===== config.mk =====
export PLATFORM = sky130hd
export DESIGN_NAME = uart_duplex
export DESIGN_NICKNAME = d
export VERILOG_FILES = /design/src/rtl/uart_duplex.sv
export SDC_FILE = /design/constraint.sdc
export NUM_CORES = 1
export LEC_CHECK = 0
export CORE_ASPECT_RATIO = 1.2
export CORE_MARGIN = 3
export CORE_UTILIZATION = 30
export CTS_BUF_LIST = sky130_fd_sc_hd__clkbuf_4
export DETAILED_ROUTE_END_ITERATION = 10
export GPL_TIMING_DRIVEN = 0
export HOLD_SLACK_MARGIN = 0.02
export PLACE_DENSITY = 0.45
export SYNTH_ARGS = -nofsm -noshare
export SYNTH_HDL_FRONTEND = slang
export SYNTH_SLANG_ARGS = --single-unit
export TNS_END_PERCENT = 50

===== constraint.sdc =====
create_clock -name clk -period 2 [get_ports clk]
set_input_delay 0.4 -clock clk [delete_from_list [all_inputs] [get_ports clk]]
set_output_delay 0.4 -clock clk [all_outputs]
set_load 0.02 [all_outputs]

===== src/rtl/uart_duplex.sv =====
// uart_duplex: full-duplex UART with independent TX and RX engines on one clock.
// Ports:
//   clk, rst_n         system clock (rising edge), async active-low reset
//   rx / tx            serial pads, both idle high; rx is synchronised internally
//   tx_data/valid/ready  TX byte handshake, transfer when tx_valid && tx_ready
//   tx_busy            TX frame in progress
//   rx_data/rx_valid   received payload, rx_valid is a one-cycle pulse
//   rx_parity_err/rx_frame_err  status of the last received frame
//   rx_busy            RX frame in progress
module uart_duplex #(
  parameter int unsigned CLK_HZ    = 12000000,
  parameter int unsigned BAUD      = 115200,
  parameter int unsigned DATA_BITS = 8,
  parameter int unsigned PARITY    = 0,
  parameter int unsigned STOP_BITS = 1
) (
  input  logic                 clk,
  input  logic                 rst_n,
  input  logic                 rx,
  output logic                 tx,
  input  logic [DATA_BITS-1:0] tx_data,
  input  logic                 tx_valid,
  output logic                 tx_ready,
  output logic                 tx_busy,
  output logic [DATA_BITS-1:0] rx_data,
  output logic                 rx_valid,
  output logic                 rx_parity_err,
  output logic                 rx_frame_err,
  output logic                 rx_busy
);

  localparam int unsigned CLKS_PER_BIT = CLK_HZ / BAUD;
  localparam int unsigned HALF_BIT     = CLKS_PER_BIT / 2;
  localparam int unsigned STOP_LEN     = STOP_BITS * CLKS_PER_BIT;
  localparam int unsigned CW           = $clog2(STOP_LEN + 1);
  localparam int unsigned BW           = $clog2(DATA_BITS);

  localparam logic [CW-1:0] CPB_M1  = CW'(CLKS_PER_BIT - 1);
  localparam logic [CW-1:0] HALF_M1 = CW'(HALF_BIT - 1);
  localparam logic [CW-1:0] STOP_M1 = CW'(STOP_LEN - 1);
  localparam logic [BW-1:0] LAST_BIT = BW'(DATA_BITS - 1);
  localparam logic          PAR_EN  = 1'(PARITY != 0);
  localparam logic          PAR_ODD = 1'(PARITY == 1);

  typedef enum logic [2:0] {TX_IDLE, TX_START, TX_DATA, TX_PAR, TX_STOP} tx_state_e;
  typedef enum logic [2:0] {RX_IDLE, RX_START, RX_DATA, RX_PAR, RX_STOP, RX_BREAK} rx_state_e;

  // ---------------- TX engine ----------------
  tx_state_e            tx_state_q, tx_state_d;
  logic [CW-1:0]        tx_cnt_q, tx_cnt_d;
  logic [BW-1:0]        tx_bit_q, tx_bit_d;
  logic [DATA_BITS-1:0] tx_shift_q, tx_shift_d;
  logic                 tx_par_q, tx_par_d;
  logic                 tx_q, tx_d, tx_ready_q, tx_ready_d, tx_busy_q, tx_busy_d;
  logic                 tx_accept;

  assign tx_accept = tx_valid && tx_ready_q;

  // TX state, datapath and output registers
  always_ff @(posedge clk or negedge rst_n) begin
    if (!rst_n) begin
      tx_state_q <= TX_IDLE;
      tx_cnt_q   <= '0;
      tx_bit_q   <= '0;
      tx_shift_q <= '0;
      tx_par_q   <= 1'b0;
      tx_q       <= 1'b1;
      tx_ready_q <= 1'b1;
      tx_busy_q  <= 1'b0;
    end else begin
      tx_state_q <= tx_state_d;
      tx_cnt_q   <= tx_cnt_d;
      tx_bit_q   <= tx_bit_d;
      tx_shift_q <= tx_shift_d;
      tx_par_q   <= tx_par_d;
      tx_q       <= tx_d;
      tx_ready_q <= tx_ready_d;
      tx_busy_q  <= tx_busy_d;
    end
  end

  // TX next state
  always_comb begin
    tx_state_d = tx_state_q;
    tx_cnt_d   = tx_cnt_q + CW'(1);
    tx_bit_d   = tx_bit_q;
    tx_shift_d = tx_shift_q;
    tx_par_d   = tx_par_q;
    case (tx_state_q)
      TX_IDLE: begin
        tx_cnt_d = '0;
        if (tx_accept) begin
          tx_state_d = TX_START;
          tx_shift_d = tx_data;
          tx_par_d   = (^tx_data) ^ PAR_ODD;
        end
      end
      TX_START: if (tx_cnt_q == CPB_M1) begin
        tx_cnt_d   = '0;
        tx_bit_d   = '0;
        tx_state_d = TX_DATA;
      end
      TX_DATA: if (tx_cnt_q == CPB_M1) begin
        tx_cnt_d   = '0;
        tx_shift_d = tx_shift_q >> 1;
        if (tx_bit_q == LAST_BIT) tx_state_d = PAR_EN ? TX_PAR : TX_STOP;
        else                      tx_bit_d   = tx_bit_q + BW'(1);
      end
      TX_PAR: if (tx_cnt_q == CPB_M1) begin
        tx_cnt_d   = '0;
        tx_state_d = TX_STOP;
      end
      TX_STOP: if (tx_cnt_q == STOP_M1) begin
        // ready is already high here, so a waiting byte chains with no idle gap
        tx_cnt_d = '0;
        if (tx_accept) begin
          tx_state_d = TX_START;
          tx_shift_d = tx_data;
          tx_par_d   = (^tx_data) ^ PAR_ODD;
        end else begin
          tx_state_d = TX_IDLE;
        end
      end
      default: begin
        tx_state_d = TX_IDLE;
        tx_cnt_d   = '0;
      end
    endcase
  end

  // TX outputs, registered from the next state
  always_comb begin
    tx_d = 1'b1;
    case (tx_state_d)
      TX_START: tx_d = 1'b0;
      TX_DATA:  tx_d = tx_shift_d[0];
      TX_PAR:   tx_d = tx_par_d;
      default:  tx_d = 1'b1;
    endcase
    tx_ready_d = (tx_state_d == TX_IDLE) ||
                 ((tx_state_d == TX_STOP) && (tx_cnt_d == STOP_M1));
    tx_busy_d  = (tx_state_d != TX_IDLE);
  end

  assign tx       = tx_q;
  assign tx_ready = tx_ready_q;
  assign tx_busy  = tx_busy_q;

  // ---------------- RX engine ----------------
  rx_state_e            rx_state_q, rx_state_d;
  logic [CW-1:0]        rx_cnt_q, rx_cnt_d;
  logic [BW-1:0]        rx_bit_q, rx_bit_d;
  logic [DATA_BITS-1:0] rx_shift_q, rx_shift_d;
  logic                 rx_par_q, rx_par_d;
  logic                 rx_meta_q, rx_sync_q;
  logic [DATA_BITS-1:0] rx_data_q, rx_data_d;
  logic                 rx_valid_q, rx_valid_d, rx_perr_q, rx_perr_d;
  logic                 rx_ferr_q, rx_ferr_d, rx_busy_q, rx_busy_d;
  logic                 rx_stop_hit;

  assign rx_stop_hit = (rx_state_q == RX_STOP) && (rx_cnt_q == CPB_M1);

  // RX synchroniser, state, datapath and output registers
  always_ff @(posedge clk or negedge rst_n) begin
    if (!rst_n) begin
      rx_meta_q  <= 1'b1;
      rx_sync_q  <= 1'b1;
      rx_state_q <= RX_IDLE;
      rx_cnt_q   <= '0;
      rx_bit_q   <= '0;
      rx_shift_q <= '0;
      rx_par_q   <= 1'b0;
      rx_data_q  <= '0;
      rx_valid_q <= 1'b0;
      rx_perr_q  <= 1'b0;
      rx_ferr_q  <= 1'b0;
      rx_busy_q  <= 1'b0;
    end else begin
      rx_meta_q  <= rx;
      rx_sync_q  <= rx_meta_q;
      rx_state_q <= rx_state_d;
      rx_cnt_q   <= rx_cnt_d;
      rx_bit_q   <= rx_bit_d;
      rx_shift_q <= rx_shift_d;
      rx_par_q   <= rx_par_d;
      rx_data_q  <= rx_data_d;
      rx_valid_q <= rx_valid_d;
      rx_perr_q  <= rx_perr_d;
      rx_ferr_q  <= rx_ferr_d;
      rx_busy_q  <= rx_busy_d;
    end
  end

  // RX next state
  always_comb begin
    rx_state_d = rx_state_q;
    rx_cnt_d   = rx_cnt_q + CW'(1);
    rx_bit_d   = rx_bit_q;
    rx_shift_d = rx_shift_q;
    rx_par_d   = rx_par_q;
    case (rx_state_q)
      RX_IDLE: begin
        rx_cnt_d = '0;
        if (!rx_sync_q) rx_state_d = RX_START;
      end
      RX_START: if (rx_cnt_q == HALF_M1) begin
        // a line back high at mid-start is a glitch, not a frame
        rx_cnt_d   = '0;
        rx_bit_d   = '0;
        rx_state_d = rx_sync_q ? RX_IDLE : RX_DATA;
      end
      RX_DATA: if (rx_cnt_q == CPB_M1) begin
        rx_cnt_d   = '0;
        rx_shift_d = {rx_sync_q, rx_shift_q[DATA_BITS-1:1]};
        if (rx_bit_q == LAST_BIT) rx_state_d = PAR_EN ? RX_PAR : RX_STOP;
        else                      rx_bit_d   = rx_bit_q + BW'(1);
      end
      RX_PAR: if (rx_cnt_q == CPB_M1) begin
        rx_cnt_d   = '0;
        rx_par_d   = rx_sync_q;
        rx_state_d = RX_STOP;
      end
      RX_STOP: if (rx_cnt_q == CPB_M1) begin
        // leave at mid-stop so the next start edge is not missed
        rx_cnt_d   = '0;
        rx_state_d = rx_sync_q ? RX_IDLE : RX_BREAK;
      end
      RX_BREAK: begin
        rx_cnt_d = '0;
        if (rx_sync_q) rx_state_d = RX_IDLE;
      end
      default: begin
        rx_state_d = RX_IDLE;
        rx_cnt_d   = '0;
      end
    endcase
  end

  // RX outputs: result and flags update together with the valid pulse
  always_comb begin
    rx_valid_d = rx_stop_hit;
    rx_data_d  = rx_data_q;
    rx_perr_d  = rx_perr_q;
    rx_ferr_d  = rx_ferr_q;
    if (rx_stop_hit) begin
      rx_data_d = rx_shift_q;
      rx_perr_d = PAR_EN && ((^rx_shift_q) ^ rx_par_q ^ PAR_ODD);
      rx_ferr_d = !rx_sync_q;
    end
    rx_busy_d = (rx_state_d != RX_IDLE);
  end

  assign rx_data       = rx_data_q;
  assign rx_valid      = rx_valid_q;
  assign rx_parity_err = rx_perr_q;
  assign rx_frame_err  = rx_ferr_q;
  assign rx_busy       = rx_busy_q;

endmodule


==> reports/qor.yml <==
outcome:
  outcome: "finished with violations"
  violations: "negative setup slack"
cells_and_area:
  postLayoutCoreUtil_pct: 39.2
  fin_area_um2: 3580
  diodes: 0
  layout.nets: 321
  syn2layout_area_growth_pct: 26.0
  fill_cells: 933
  drive_gt1_share_pct: 24.0
  final_cells: 428
sta:
  setup_tns_ns: -0.00176
  hold_violations: 0
  slew-limit-headroom_pct: 49.5
  fin_ws_ns: -0.00176
  final_max_slew_viol_count: 0
  setup_viol: 1
  tightest_slew_ns: 0.757
  fmax_ghz: 0.500
  holdWs_ns: 0.0477
  fin_crit_ns: 2.00
  period_share_pct: 100
  fin_skew_ns: 0.0162
  rsz0062_at_grt: "true"
route:
  drt_wl_total_um: 5820
  first_pass_iters: 4
  met2WireLength_um: 2870
  ant_nets: 0
  highest_layer: "met4"
  route.detailed.drc: 0
  route.met3.wl_um: 241
  wl_met1_um: 2610
  wl_per_cell_um: 13.6
  first_iter_violations: 36
  vias_per_cell: 4.86
  vias: 2081
critical_path:
  r2r_setup_slack_ns: -0.002
  cpPeakStageDelay_ns: 0.47
  crit-reg2reg-capture: "tx_shift_q[7]"
  path_max_fanout: 3
  crit_slowest_cell: "or4_1"
  arrival_ns: 2.34
  required_ns: 2.34
  worstSetupEndpointType: "register"
  critPathKind: "reg -> reg"
  reg2reg_depth: 5
  timing.rr.start: "tx_cnt_q[4]"
  start_kind: "register"
  path_cells: "or3b_4 > or2_4 > maj3_2 > or4_1 > nand3_1"
clock_tree:
  cts_max_level: 3
  clockBufferDepth: 2
  root_buffer: "clkbuf_4"
  clkTransAtPathRegs_ns: 0.12
  cts_made_buffers: 9
  clk_latency_ns: 0.40
  clkSinkCount: 59
  cts_tree: "yes"
placement:
  place.port_buffers: 25
  placed_cells: 406
  globalplace.congestion: 0.792
  dpl.hpwl_um: 3790
  post_dp_cell_area_um2: 3240
synthesis:
  synth_top_area_share_pct: 48.4
  syn_inst: 261
  ys_async_sr_fraction_pct: 100
  synthTopCellsByArea: "dfrtp_1 (48%), mux2_2 (6.7%), dfstp_2 (3.7%)"
  synth_most_common_cell: "dfrtp_1"
  ys_seq_elements: 59
  synth_edf_count: 0
  postSynthAreaPerCell_um2: 10.9
  ys_warn_count: 0
  ys_types: 53
  yosysTopAreaCell: "dfrtp_1"
  synth_common_cells: "dfrtp_1 (55), nor2_1 (28), mux2_2 (17), inv_1 (12), xnor2_1 (12)"
  seq_area_frac_synth_pct: 52.1
  yosys_most_used_dff: "dfrtp_1"
  synth_area_um2: 2840
  syn_nets: 279
die:
  num_rows: 38
  io-pin-count: 27
  die_w_um: 94.9
  core_area_um2: 9130
  dieArea_um2: 10700
  initial_core_util_pct: 31.2
  dieHeight_um: 113
grt:
  grt_pass1_vias: 2103
  grt_antenna_before_repair: 0
  grt_overflow: 0
  grt_pass1_wl_um: 9830
  grt_start_max_net_pins: 60
  grt_util_all_layers_pct: 11.7
worst_hold_path:
  holdCritPathClass: "in -> async"
job:
  cap_viol_max_count: 0
power_and_ir_drop:
  leakage_nw: 1.68
  vdd_ir_drop_max_uv: 366
  powerDensity_nw_per_um2: 640
==> cells in the final DEF, fill, tap and decap left out, types with 2 or more instances in the layout <==
master and n:
nand2b_1 6, mux2_2 17, nor3_4 2, ha_1 4
clkinv_4 3, a21o_1 8, a22o_1 9, dfstp_2 4
nor3_1 3, buf_4 9, clkbuf_1 2, clkdlybuf4s50_1 22
inv_1 12, mux2i_1 3, xor2_1 5, nand2_1 10
and3_1 3, o21ai_1 2, nand3_1 7, xnor2_1 12
dfrtp_1 54, o21ai_0 9, nor3b_1 3, nand3_4 2
buf_2 3, a21oi_1 10, nor4_1 2, clkbuf_2 3
clkbuf_4 9, bufinv_16 2, nor2_1 27
==> critical path: cells and delay by family, from the launching register on <==
kind	cells	cell delay, ns
fa+ha+maj	1	0.31
flops	1	0.41
simple gates	4	1.22
==> routing by layer <==
metal | vias up | GRT usage [%]
li1 | 1004 | -
met1 | 1032 | 14.8
met2 | 37 | 18.3
met3 | 8 | 3.89
met4 | 0 | 4.81
met5 | - | 0
==> final cells by class <==
| cell class | count | area (um^2) | share of cell area (%) |
|---|---|---|---|
| plain buffers | 9 | 45.0 | 1.26 |
| clock buffers | 9 | 67.6 | 1.89 |
| clock inverters | 7 | 100 | 2.79 |
| inverters | 12 | 45.0 | 1.26 |
| multi-input cells | 180 | 1390 | 38.8 |
| flip-flops and latches | 59 | 1480 | 41.4 |
| well taps | 120 | 150 | 4.19 |
| repair buffers | 32 | 302 | 8.42 |
==> registers in the layout (all words and copies together), names as in the netlist <==
register,flops
tx_busy,1
rx_data,8
rx_shift_q,8
tx,1
rx_busy,1
rx_frame_err,1
tx_bit_q,3
rx_bit_q,3
tx_par_q,1
tx_shift_q,8
rx_sync_q,1
rx_cnt_q,7
tx_ready,1
tx_cnt_q,7
tx_state_q,3
rx_meta_q,1
rx_state_q,3
rx_valid,1
==> stage by stage <==
stage,setup WS [ns],total power [mW]
2_1_floorplan,0.00999,1.25
3_5_place_dp,-0.540,1.30
6_report,-0.00176,2.29
4_1_cts,-0.0379,2.34
3_3_place_gp,-1.57,1.30
5_1_grt,-0.0700,2.40
==> report_power, final <==
group	leakage [nW]	internal [mW]	switching [mW]	total [mW]
clock network	0.0905	0.515	0.501	1.02
logic	0.838	0.0357	0.0415	0.0772
registers	0.753	1.20	0.00180	1.20
==> worst max path at each step <==
stage / from / to / slack [ns] / cells past startpoint
floorplan: tx_cnt_q[3] / tx_shift_q[7] / 0.01 / 5
global placement: rst_n / rx_cnt_q[5] / -1.57 / 1
detailed placement: rx_cnt_q[0] / rx_bit_q[0] / -0.54 / 6
CTS: tx_cnt_q[3] / tx_shift_q[3] / -0.04 / 5
global route: tx_cnt_q[4] / tx_shift_q[7] / -0.07 / 5
finish: tx_cnt_q[4] / tx_shift_q[7] / -0.002 / 5
==> cells by family (layout without fill, tap and decap cells) <==
kind of cell             after synthesis  after routing  synth area share (%)
other                                  1              1                 0.132
AND/OR/NAND/NOR                       81             81                  15.0
adder cells (fa/ha/maj)                7              7                  3.04
flip-flops                            59             59                  52.1
multiplexers                          20             20                  7.79
AO/OA/AOI/OAI                         54             54                  13.6
XOR/XNOR                              17             17                  5.24
buffers and inverters                 22             69                  3.12
==> timing repair <==
action	CTS	global route
hold buffers	0	0
pin swaps	10	4
resized for setup	14	19
setup endpoints to repair	38	30
setup buffers	5	2
Power figures use the tool's default switching activity.
